`src/rtl/cluster_rate_monitor.sv`:
```
// Windowed cluster-count statistics with valid/ack readout, clock4x domain.
// Peak tracking on max_o is built only when CLUSTER_MON_PEAK_EN is defined.
module cluster_rate_monitor #(
    parameter int WINDOW_W = 16,
    parameter int SUM_W    = 24
) (
    input  logic                clock4x,
    input  logic                reset,
    input  logic                bx_strobe_i,
    input  logic [10:0]         cnt_i,
    input  logic                overflow_i,
    input  logic                start_i,
    input  logic                stop_i,
    input  logic [WINDOW_W-1:0] window_i,
    input  logic [10:0]         thresh_i,
    input  logic                ack_i,
    output logic                busy_o,
    output logic                valid_o,
    output logic                aborted_o,
    output logic [SUM_W-1:0]    sum_o,
    output logic [10:0]         max_o,
    output logic [WINDOW_W-1:0] ovf_bx_o,
    output logic [WINDOW_W-1:0] hi_bx_o
);

    typedef enum logic [1:0] {IDLE, ARM, RUN, DONE} state_t;

    state_t              state_q, state_d;
    logic [WINDOW_W-1:0] rem_q, rem_d;
    logic [10:0]         thr_q, thr_d;
    logic [SUM_W-1:0]    sum_d;
    logic [WINDOW_W-1:0] ovf_d, hi_d;
    logic                aborted_d;
    logic                sample;
    logic                clear;
    logic [SUM_W+11:0]   sum_add;

    // Wide add so any carry out of SUM_W bits means saturate.
    assign sum_add = {12'b0, sum_o} + {{(SUM_W+1){1'b0}}, cnt_i};

    always_comb begin
        state_d   = state_q;
        rem_d     = rem_q;
        thr_d     = thr_q;
        sum_d     = sum_o;
        ovf_d     = ovf_bx_o;
        hi_d      = hi_bx_o;
        aborted_d = aborted_o;
        sample    = 1'b0;
        clear     = 1'b0;
        unique case (state_q)
            IDLE: begin
                if (start_i && !stop_i) begin
                    state_d   = ARM;
                    rem_d     = (window_i == '0) ? WINDOW_W'(1) : window_i;
                    thr_d     = thresh_i;
                    clear     = 1'b1;
                    aborted_d = 1'b0;
                end
            end
            ARM: begin
                if (stop_i) begin
                    state_d   = DONE;
                    aborted_d = 1'b1;
                end else if (bx_strobe_i) begin
                    sample  = 1'b1;
                    rem_d   = rem_q - WINDOW_W'(1);
                    state_d = (rem_q == WINDOW_W'(1)) ? DONE : RUN;
                end
            end
            RUN: begin
                if (bx_strobe_i) begin
                    sample = 1'b1;
                    rem_d  = rem_q - WINDOW_W'(1);
                    if (rem_q == WINDOW_W'(1))
                        state_d = DONE;
                end
                if (stop_i) begin
                    state_d   = DONE;
                    aborted_d = 1'b1;
                end
            end
            DONE: begin
                if (ack_i) begin
                    state_d   = IDLE;
                    aborted_d = 1'b0;
                end
            end
            default: state_d = IDLE;
        endcase
        if (clear) begin
            sum_d = '0;
            ovf_d = '0;
            hi_d  = '0;
        end else if (sample) begin
            sum_d = (|sum_add[SUM_W+11:SUM_W]) ? '1 : sum_add[SUM_W-1:0];
            ovf_d = ovf_bx_o + WINDOW_W'(overflow_i);
            hi_d  = hi_bx_o + WINDOW_W'(cnt_i > thr_q);
        end
    end

    always_ff @(posedge clock4x or posedge reset) begin
        if (reset) begin
            state_q   <= IDLE;
            rem_q     <= '0;
            thr_q     <= '0;
            busy_o    <= 1'b0;
            valid_o   <= 1'b0;
            aborted_o <= 1'b0;
            sum_o     <= '0;
            ovf_bx_o  <= '0;
            hi_bx_o   <= '0;
        end else begin
            state_q   <= state_d;
            rem_q     <= rem_d;
            thr_q     <= thr_d;
            busy_o    <= (state_d != IDLE);
            valid_o   <= (state_d == DONE);
            aborted_o <= aborted_d;
            sum_o     <= sum_d;
            ovf_bx_o  <= ovf_d;
            hi_bx_o   <= hi_d;
        end
    end

`ifdef CLUSTER_MON_PEAK_EN
    always_ff @(posedge clock4x or posedge reset) begin
        if (reset)
            max_o <= '0;
        else if (clear)
            max_o <= '0;
        else if (sample && (cnt_i > max_o))
            max_o <= cnt_i;
    end
`else
    assign max_o = '0;
`endif

endmodule

```
`config.mk`:
```
export PLATFORM = sky130hd
export DESIGN_NAME = cluster_rate_monitor
export DESIGN_NICKNAME = d
export VERILOG_FILES = /design/src/rtl/cluster_rate_monitor.sv
export SDC_FILE = /design/constraint.sdc
export NUM_CORES = 1
export LEC_CHECK = 0
export CAP_MARGIN = 20
export CORE_ASPECT_RATIO = 1.2
export CORE_UTILIZATION = 39
export CTS_CLUSTER_SIZE = 14
export DETAILED_ROUTE_END_ITERATION = 6
export SYNTH_ARGS = -nofsm -noshare
export SYNTH_HDL_FRONTEND = slang
export SYNTH_SLANG_ARGS = --single-unit
```
`constraint.sdc`:
```
create_clock -name clock4x -period 7.6 [get_ports clock4x]
set_input_delay 1.52 -clock clock4x [delete_from_list [all_inputs] [get_ports clock4x]]
set_output_delay 1.52 -clock clock4x [all_outputs]
set_load 0.005 [all_outputs]
```
# Word-level counts from Yosys, hierarchy flattened
# Index checks and enable logic that the tools add are counted.
word_totals:
  reg_bits: 88
  out_inout_bits: 70
  in_bits: 45
classes:
  n_reduce_logical: 12
  n_lt_le_gt_ge: 1
  n_addsub: 4
  n_eq_ne: 9
  mux: 30
ops:
  columns: ["op", "count"]
  rows:
  - ["2-to-1 mux 16 bit", 8]
  - ["2-to-1 mux 24 bit", 3]
  - ["case mux 16 bit (3 select lines)", 1]
  - ["adder 16 x 1 -> 16 bit", 2]
  - ["adder 24 x 11 -> 25 bit", 1]
  - ["== test 16 x 1 -> 1 bit (second input constant)", 1]
  - ["zero test 16 bit", 1]
  - ["subtractor 16 x 1 -> 16 bit (second input constant)", 1]
  - ["2-to-1 mux 2 bit", 7]
  - ["OR reduction 12 bit", 1]
  - ["greater-than comparator 11 bit", 1]
  - ["2-to-1 mux 1 bit", 8]
  - ["case mux 2 bit (4 select lines)", 1]
  - ["== test 2 bit (second input constant)", 3]
  - ["inequality test 2 bit (second input constant)", 3]
  - ["AND reduction 3 bit", 2]
  - ["nonzero test 2 bit", 2]
  - ["case mux 1 bit (3 select lines)", 1]
  - ["nonzero test 3 bit", 1]
  - ["== test 2 x 1 -> 1 bit (second input constant)", 1]
  - ["zero test 2 bit", 1]
  - ["inequality test 2 x 1 -> 1 bit (second input constant)", 1]
  - ["case mux 1 bit (2 select lines)", 1]
  - ["AND reduction 2 bit", 1]
  - ["other kinds (3)", 3]

# Logic depth before layout (Yosys ltp)
# Gate-level depths: netlist (run 1).
depth:
  ltp_word: 6
  depth_mapped: 15
  ltp_nobuf: 14

# Worst setup path after synthesis (run 1)
# No wires, ideal clock.
synth_path:
  path_kind: "input to register"
  from: "input cnt_i[0]"
  to: "register sum_o[22]"
  arrival_time_ps: 3540
  stages: 9
  path_buffers: 0
  t_required_ps: 7467
  setup_slack_ps: 3927
  path_cell_list: "ha_1 -> fa_1 -> a211o_1 -> a211oi_1 -> nor3_1 -> nor2_1 -> nor2_2 -> nor4b_1 -> nor3_1"
synth_via:
  elab_chain_len: 5
synth_rtl:
  columns: ["element", "line_no", "text"]
  rows:
  - ["start, declared", "10", "input logic [10:0] cnt_i,"]
  - ["adder 24 x 11 -> 25 bit (*)", "39", "assign sum_add = {12'b0, sum_o} + {{(SUM_W+1){1'b0}}, cnt_i};"]
  - ["OR reduction 12 bit", "96", "sum_d = (|sum_add[SUM_W+11:SUM_W]) ? '1 : sum_add[SUM_W-1:0];"]
  - ["2-to-1 mux 24 bit (*)", "96", null]
  - ["2-to-1 mux 24 bit (*)", "95", "end else if (sample) begin"]
  - ["2-to-1 mux 24 bit (*)", "91", "if (clear) begin"]
  - ["end signal, assigned", "120", "sum_o <= sum_d;"]
  - ["end, declared", "20", "output logic [SUM_W-1:0] sum_o,"]
# Mark *: on every way between the ends. The rest lies on a longest branch, timed or not. The select of a mux whose other input is x is not followed.
# A chain may end at the register's enable or synchronous reset.

# Worst setup path in the final report (run 1)
# Ends and elaborated chain as after synthesis.

==> impl_metrics.tcl, run 1 <==
set metrics [dict create \
    ant_nets 0 \
    period_share_pct 55.17 \
    netlist_instances 581 \
    ff2ff_setup_slack_ps 4670 \
    yosysMostFrequentCell "dfrtp_1" \
    cpMaxStageDelayCell "clkdlybuf4s50_1" \
    critPathMaxStageDelay_ps 440 \
    ctsResizeCount 0 \
    ioPinCount 115 \
    placed_cells 831 \
    grt_max_degree 77 \
    ys.warnings.count 0 \
    cts.clk_slew.worst_paths_ps 60 \
    final_nets 757 \
    track_usage_pct 18.66 \
    relSlewSlack_pct 41.82 \
    wl_um 12350 \
    antenna_cells 0 \
    insertion_delay_ps 340 \
    leakagePower_nw 2.868 \
    cts_hold_buf 0 \
    finalSetupTns_ps 0 \
    post-cts-setup-buffers 0 \
    cts_tree "built" \
    rows 45 \
    setup_viol 0 \
    final_util_pct 51.77 \
    start_util_pct 40.39 \
    gp_routability_congestion 0.8245 \
    synth_edf_count 0 \
    fillCellCount 1207 \
    wl_per_cell_um 14.58 \
    drv_cap 0 \
    crit_top_cell "nor3_1" \
    cp.arrival_ps 4380 \
    fin_skew_ps 6.483 \
    postSynthAreaPerCell_sq_um 8.885 \
    drv_slew 0 \
    yosysUniqueCellTypes 50 \
    p_per_area_mw_per_mm2 310.7 \
    synth_seq_cells 88 \
    synth_common_cells "dfrtp_1, nor2_1, nand2_1" \
    num_vias 4570 \
    finalNonFillerCells 847 \
    io_buffer_count 103 \
    async_flop_share_pct 100.0 \
    die-area_sq_mm 0.01370 \
    cp-start-kind "input port" \
    syn-cell-area_sq_mm 0.005162 \
    final_hold_viol_count 0 \
    syn_to_final_growth_pct 28.16 \
    dr.pass1.iters 4 \
    hpwlAfterDp_um 8973 \
    critPathMaxFanout 8 \
    hold_path_class "flip-flop to flip-flop" \
    outcome "complete, no violations" \
    viasPerCell 5.396 \
    grt_pass1_wl_um 20510 \
    synth_top_area_share_pct 42.66 \
    cts_buffers 9 \
    seq_area_frac_synth_pct 42.66 \
    worstSetupPathType "input port to flip-flop" \
    antenna_found_initial 0 \
    ys.flop_type "dfrtp_1" \
    yosys.area.top_type "dfrtp_1" \
    die_w_um 107.0 \
    cp-end-kind "flip-flop" \
    fin_crit_ps 4193 \
    critPathRequiredTime_ps 7790 \
    cts-htree-levels 3 \
    path_cells "clkdlybuf4s50_1, ha_1, fa_1, a211o_1, a211oi_1, nor3_1, nor2_1, nor2_2, nor4b_1, nor3_1" \
    clock-sinks 88 \
    ir_drop_mv 0.1631 \
    max_freq_mhz 238.5 \
    core-area_sq_mm 0.01278 \
    synth_area_leaders "dfrtp_1, ha_1, nor2_1, a21oi_1, xor2_1" \
    drive_above_1_share_pct 3.807 \
    drt-initial-drc-count 147 \
    first_global_vias 4387 \
    grt_overflow_total 0 \
    die_y_um 128.0 \
    clockBufferDepth 2 \
    worst_pin_slew_ps 872.7 \
    ctsRootBufferMaster "clkbuf_16" \
    grt_setup_unrepaired "no" \
    remaining_drc_errors 0 \
]
## kinds of logic (layout without fill, tap and decap cells)
family                     count (synthesis)  count (layout)  share of synthesized area (%)
AOI/OAI and AO/OA                        145             145                          17.09
xor gates and xnor gates                  36              36                          6.108
adders and majority gates                 34              34                          8.386
buffers and inverters                     57             149                          4.944
DFF                                       88              88                          42.66
muxes                                      1               1                         0.1939
other                                      1              11                        0.07264
and+or+nand+nor                          219             219                          20.55
## metrics by stage
| stage | power [mW] | setup WS (ps) | hold slack, ps | area (sq um) |
|---|---|---|---|---|
| after floorplan | 1.328 | 3801 | 449.7 | 5200 |
| after global placement | 1.588 | 3175 | 518.0 | 6316 |
| after detailed placement | 1.616 | 3120 | 517.2 | 6316 |
| after CTS | 2.074 | 3456 | 530.9 | 6616 |
| after global routing | 2.229 | 3253 | 573.3 | 6616 |
| final | 2.056 | 3407 | 525.1 | 6616 |
## state kept, by name (all words and copies together), names as in the netlist
name,count
sum_o,24
hi_bx_o,16
ovf_bx_o,16
state_q,2
thr_q,11
rem_q,16
valid_o,1
busy_o,1
aborted_o,1
## final cells by class
class / count / area, sq um / area share (%)
multi-input cells: 446 / 2749 / 41.55
repair buffers: 107 / 1061 / 16.04
flip-flops and latches: 88 / 2202 / 33.28
clock inverters: 3 / 40.04 / 0.6051
clock buffers: 13 / 260.3 / 3.933
inverters: 26 / 98.84 / 1.494
well taps: 164 / 205.2 / 3.101
## metal layers
layer,GRT usage [%],vias to the layer above,share of wire [%]
li1,-,2255,-
met1,24.22,2199,46
met2,31.65,104,48
met3,3.915,12,5.1
met4,4.674,0,0.96
met5,0,-,0
## cells in the final DEF, fill, tap and decap left out, drive strengths merged, types with 2 or more instances in the layout
cell type / instances
nor2b: 9
nand4: 11
and2: 3
or4: 3
a311oi: 5
nor3: 19
a211oi: 9
xnor2: 14
clkbuf: 13
o31a: 2
nand2: 47
clkinv: 3
ha: 33
and3: 11
or3: 5
buf: 4
nor4: 7
inv: 25
dfrtp: 88
o21ai: 37
o21a: 3
and4: 2
clkdlybuf4s50: 103
nor3b: 2
a21o: 6
o211ai: 4
nand2b: 3
a41oi: 2
xor2: 22
conb: 11
nor2: 65
o22ai: 22
o32a: 2
a31oi: 2
nand3: 30
a21oi: 45
o211a: 2
## power breakdown
part           total, mW  switching (mW)  internal (mW)  leakage [nW]
logic              0.904           0.505          0.399          1.56
registers          0.702           0.107          0.595          1.16
clock network      0.450           0.178          0.272         0.150
total               2.06           0.790           1.27          2.87
## worst paths after layout
path,from,to,depth (start not counted)
max,cnt_i[0],sum_o[22],10
min,thr_q[0],thr_q[0],2
max reg2reg,state_q[0],ovf_bx_o[10],9
min reg2reg,thr_q[0],thr_q[0],2
max in group asynchronous,reset,ovf_bx_o[3],3
min in group asynchronous,reset,sum_o[21],2
## worst max-delay path, delay by kind of cell
family	cells	cell delay (ps)
compound gates	2	750
buf+inv	1	440
simple gates	5	1000
fa+ha+maj	2	670
No activity file was read; power rests on OpenSTA's default activity.
==> run 2: changes to the inputs <==
==> constraint.sdc (replaced) <==
create_clock -name clock4x -period 4.3 [get_ports clock4x]
set_input_delay 0.86 -clock clock4x [delete_from_list [all_inputs] [get_ports clock4x]]
set_output_delay 0.86 -clock clock4x [all_outputs]
set_load 0.005 [all_outputs]
==> impl_metrics.tcl, run 2 (synthesis gave the netlist of run 1 again) <==
set metrics [dict create \
    outcome "complete, no violations" \
    met1_length_um 5753 \
    min_from "thr_q[0]" \
    drive_above_1_share_pct 4.234 \
    worst_pin_slew_ps 845.7 \
    wl_um 12440 \
    fin_skew_ps 10.97 \
    leakagePower_nw 2.866 \
    grt_overflow_total 0 \
    antenna_cells 0 \
    grt_setup_unrepaired "no" \
    setup_ws_ps 819.0 \
    cts-htree-levels 3 \
    grt_max_degree 45 \
    io_buffer_count 103 \
    cts_hold_buf 0 \
    critPathMaxStageDelay_ps 440 \
    syn_to_final_growth_pct 28.41 \
    ctsRootBufferMaster "clkbuf_16" \
    cts_tree "built" \
    critPathRequiredTime_ps 4550 \
    fin_crit_ps 3481 \
    worstSetupPathType "input port to flip-flop" \
    ctsResizeCount 0 \
    num_vias 4560 \
    die_y_um 128.0 \
    ff2ff_setup_slack_ps 1080 \
    cp-end-kind "flip-flop" \
    gp_routability_congestion 0.8329 \
    cpMaxStageDelayCell "clkdlybuf4s50_1" \
    dr.pass1.iters 4 \
    cp.arrival_ps 3730 \
    wl_per_cell_um 14.65 \
    track_usage_pct 19.32 \
    remaining_drc_errors 0 \
    insertion_delay_ps 350 \
    critical_path.startpoint "cnt_i[0]" \
    final_nets 759 \
    drv_slew 0 \
    ioPinCount 115 \
    max_freq_mhz 287.3 \
    highest_layer "met4" \
    grt_pass1_wl_um 21030 \
    finalSetupTns_ps 0 \
    rows 45 \
    rr_endpoint "sum_o[23]" \
    relSlewSlack_pct 43.62 \
    final_util_pct 51.86 \
    critPathMaxFanout 5 \
    crit_end "sum_o[12]" \
    core-area_sq_mm 0.01278 \
    drv_cap 0 \
    cp.buffers_inverters 1 \
    cp-start-kind "input port" \
    reg2reg_depth 7 \
    largest_register "sum_o" \
    hold_path_class "flip-flop to flip-flop" \
    start_util_pct 40.39 \
    die-area_sq_mm 0.01370 \
    cp.depth 10 \
    placed_area_sq_mm 0.006344 \
    final_cell_mix "clkdlybuf4s50_1, dfrtp_1, nor2_1" \
    clockBufferDepth 2 \
    path_cells "clkdlybuf4s50_1, ha_1, fa_1, a211o_1, a211oi_1, nor3_1, nor2_1, nor2_1, and3_1, a211oi_1" \
    ir_drop_mv 0.2781 \
    cts_buffers 9 \
    drt-initial-drc-count 189 \
    die_w_um 107.0 \
    hpwlAfterDp_um 9137 \
    met3_length_um 561 \
    dp_slack_ps 528.3 \
    cts.clk_slew.worst_paths_ps 60 \
    ant_nets 0 \
    viasPerCell 5.371 \
    critical-path-top-delay-family "compound AO/OA/AOI/OAI gates" \
    post-cts-setup-buffers 0 \
    clock-sinks 88 \
    largest_register_ffs 24 \
    period_share_pct 80.95 \
    layout_commonest_cell "clkdlybuf4s50_1" \
    dr_wl_met2_um 5914 \
    final_area_sq_mm 0.006629 \
    p_per_area_mw_per_mm2 544.3 \
    setup_viol 0 \
    first_global_vias 4383 \
    r2r_start "state_q[0]" \
    antenna_found_initial 0 \
    final_hold_viol_count 0 \
]
## run 2: worst min path at each step
stage | end | slack, ps | depth (start not counted)
2_1_floorplan | thr_q[0] | 450 | 2
3_3_place_gp | thr_q[0] | 520 | 2
3_5_place_dp | sum_o[12] | 500 | 1
4_1_cts | sum_o[12] | 530 | 1
5_1_grt | aborted_o | 560 | 1
6_report | thr_q[0] | 530 | 2
## run 2: area by class of cell
type / count / area [sq um]
inverters: 26 / 98.84
clock buffers: 12 / 256.5
multi-input cells: 446 / 2749
repair buffers: 109 / 1089
clock inverters: 4 / 28.78
fillers: 1229 / 6152
flip-flops and latches: 88 / 2202
well taps: 164 / 205.2
## run 2: metal layers
layer | vias to the layer above | GRT usage [%]
li1 | 2259 | -
met1 | 2184 | 25.29
met2 | 102 | 31.61
met3 | 15 | 3.610
met4 | 0 | 7.413
met5 | - | 0
## run 2: power breakdown
| group | leakage, nW | switching, mW | internal, mW | total, mW |
|---|---|---|---|---|
| registers | 1.16 | 0.190 | 1.05 | 1.24 |
| logic | 1.58 | 0.898 | 0.714 | 1.61 |
| clock network | 0.135 | 0.332 | 0.423 | 0.755 |
| total | 2.87 | 1.42 | 2.19 | 3.61 |
## run 2: metrics by stage
stage / hold slack (ps) / power [mW] / cells
5_1_grt: 560.5 / 3.932 / 849
3_5_place_dp: 503.0 / 2.865 / 833
3_3_place_gp: 522.9 / 2.823 / 833
6_report: 529.2 / 3.608 / 849
4_1_cts: 532.5 / 3.634 / 849
2_1_floorplan: 449.7 / 2.348 / 591
## run 2: worst reg2reg max path, stage by stage, from the launching register on
cell and delay, ps:
dfrtp_1 400, inv_1 90, ha_1 850, o211ai_1 490, buf_4 320, nor4_1 590
a31oi_1 170, a211oi_1 220
==> run 3: changes to the inputs <==
--- a/config.mk
+++ b/config.mk
@@ -10,6 +10,7 @@
 export CORE_UTILIZATION = 39
 export CTS_CLUSTER_SIZE = 14
 export DETAILED_ROUTE_END_ITERATION = 6
+export PLACE_DENSITY = 0.67
 export SYNTH_ARGS = -nofsm -noshare
 export SYNTH_HDL_FRONTEND = slang
 export SYNTH_SLANG_ARGS = --single-unit
==> constraint.sdc (replaced) <==
create_clock -name clock4x -period 2.9 [get_ports clock4x]
set_input_delay 0.58 -clock clock4x [delete_from_list [all_inputs] [get_ports clock4x]]
set_output_delay 0.58 -clock clock4x [all_outputs]
set_load 0.005 [all_outputs]
==> impl_metrics.tcl, run 3 (synthesis gave the netlist of run 1 again) <==
set metrics [dict create \
    placed_area_sq_mm 0.006609 \
    clock-sinks 88 \
    p_per_area_mw_per_mm2 810.5 \
    finalSetupTns_ps 0 \
    fin_skew_ps 9.724 \
    grt_overflow_total 0 \
    power_frac_seq_pct 32.5 \
    worstSetupPathType "input port to flip-flop" \
    syn_to_final_growth_pct 35.68 \
    num_vias 4660 \
    clockBufferDepth 2 \
    combinationalPowerShare_pct 47.5 \
    start_util_pct 40.39 \
    remaining_drc_errors 0 \
    power_switching_share_pct 39.01 \
    largest_register "sum_o" \
    die_y_um 128.0 \
    ant_nets 0 \
    ctsRootBufferMaster "clkbuf_16" \
    placed_cells 865 \
    gp_routability_congestion 0.8339 \
    final_hold_viol_count 0 \
    period_share_pct 95.62 \
    first_global_vias 4549 \
    grt_pass1_wl_um 21560 \
    holdWs_ps 526.3 \
    cts_buffers 9 \
    drv_slew 0 \
    rows 45 \
    final_cell_mix "clkdlybuf4s50_1, dfrtp_1, nor2_1" \
    drt-initial-drc-count 163 \
    antenna_cells 0 \
    cts_tree "built" \
    internal_power_mw 3.463 \
    max_freq_mhz 360.6 \
    hold_path_class "flip-flop to flip-flop" \
    largest_register_ffs 24 \
    cp-start-kind "input port" \
    finalNonFillerCells 883 \
    dr.pass1.iters 6 \
    final_area_sq_mm 0.007004 \
    cp-end-kind "flip-flop" \
    critPathMaxFanout 2 \
    wl_per_cell_um 14.52 \
    drive_above_1_share_pct 11.27 \
    core-area_sq_mm 0.01278 \
    cp.arrival_ps 3050 \
    track_usage_pct 19.69 \
    multi_input_area_sq_mm 0.002836 \
    ir_drop_mv 0.5731 \
    wl_um 12830 \
    layout_commonest_cell "clkdlybuf4s50_1" \
    register_area_sq_mm 0.002202 \
    power_frac_clock_pct 20.0 \
    critPathRequiredTime_ps 3180 \
    io_buffer_count 103 \
    grt_max_degree 49 \
    leakagePower_nw 3.060 \
    final_util_pct 54.80 \
    drv_cap 0 \
    antenna_found_initial 0 \
    worst_pin_slew_ps 620.0 \
    fillCellCount 1150 \
    outcome "complete, no violations" \
    setup_viol 0 \
    cts.clk_slew.worst_paths_ps 60 \
    final_nets 793 \
    relSlewSlack_pct 58.67 \
    hpwlAfterDp_um 9570 \
    die_w_um 107.0 \
    cts-htree-levels 3 \
    die-area_sq_mm 0.01370 \
    p_switching_mw 2.215 \
    insertion_delay_ps 350 \
    fin_crit_ps 2773 \
    cts_hold_buf 0 \
    ioPinCount 115 \
    viasPerCell 5.277 \
]
-- run 3: path summary, 6_finish.rpt --
| kind | startpoint | to | slack, ps | cells past startpoint |
|---|---|---|---|---|
| worst max register to register | sum_o[0] | sum_o[10] | 440 | 11 |
| worst max-delay path | cnt_i[0] | sum_o[10] | 130 | 12 |
| min in group asynchronous | reset | sum_o[20] | 580 | 2 |
| max in group asynchronous | reset | hi_bx_o[8] | 1700 | 3 |
| worst min register to register | thr_q[0] | thr_q[0] | 530 | 2 |
| worst min-delay path | thr_q[0] | thr_q[0] | 530 | 2 |
-- run 3: per-stage QoR --
step | setup WS [ps] | power (mW)
3_5_place_dp | -343.5 | 4.458
2_1_floorplan | 41.45 | 3.481
3_3_place_gp | -268.1 | 4.355
4_1_cts | 75.81 | 5.618
5_1_grt | -11.50 | 6.133
6_report | 127.0 | 5.677
-- run 3: power by group through the flow --
stage	Combinational [mW]	Sequential, mW	Clock [mW]
floorplan	1.69	1.79	0
global placement	2.51	1.85	0
detailed placement	2.60	1.86	0
CTS	2.62	1.84	1.16
global route	3.02	1.89	1.22
finish	2.70	1.85	1.13
-- run 3: worst max-delay path, stage by stage --
cell             delay (ps)
clkdlybuf4s50_1         450
ha_2                    220
fa_2                    350
a211o_1                 330
a211oi_2                270
buf_4                   150
buf_4                    90
o211ai_1                 90
a21oi_1                 190
xnor2_1                 140
o22ai_1                  90
nor2_1                  100
-- run 3: layout make-up --
type	instances	share of cell area [%]
clock buffers	11	3.608
clock inverters	5	0.5716
inverters	26	1.411
multi-input cells	446	40.50
flip-flops and latches	88	31.44
well taps	164	2.930
repair buffers	143	19.54
-- run 3: per-layer routing --
| layer | part of all wire [%] | GRT usage, % | up-vias |
|---|---|---|---|
| met2 | 50 | 34.65 | 99 |
| met4 | 1.2 | 7.252 | 0 |
| li1 | - | - | 2326 |
| met3 | 3.8 | 2.644 | 12 |
| met1 | 44 | 24.48 | 2223 |
| met5 | 0 | 0 | - |
-- run 3: what timing repair did --
action,in CTS,in global routing
endpoints found under the hold margin,0,0
gates resized for setup,1,17
endpoints found under the setup margin,1,21
gates cloned,0,0
pin swaps,0,3
buffers inserted,0,2
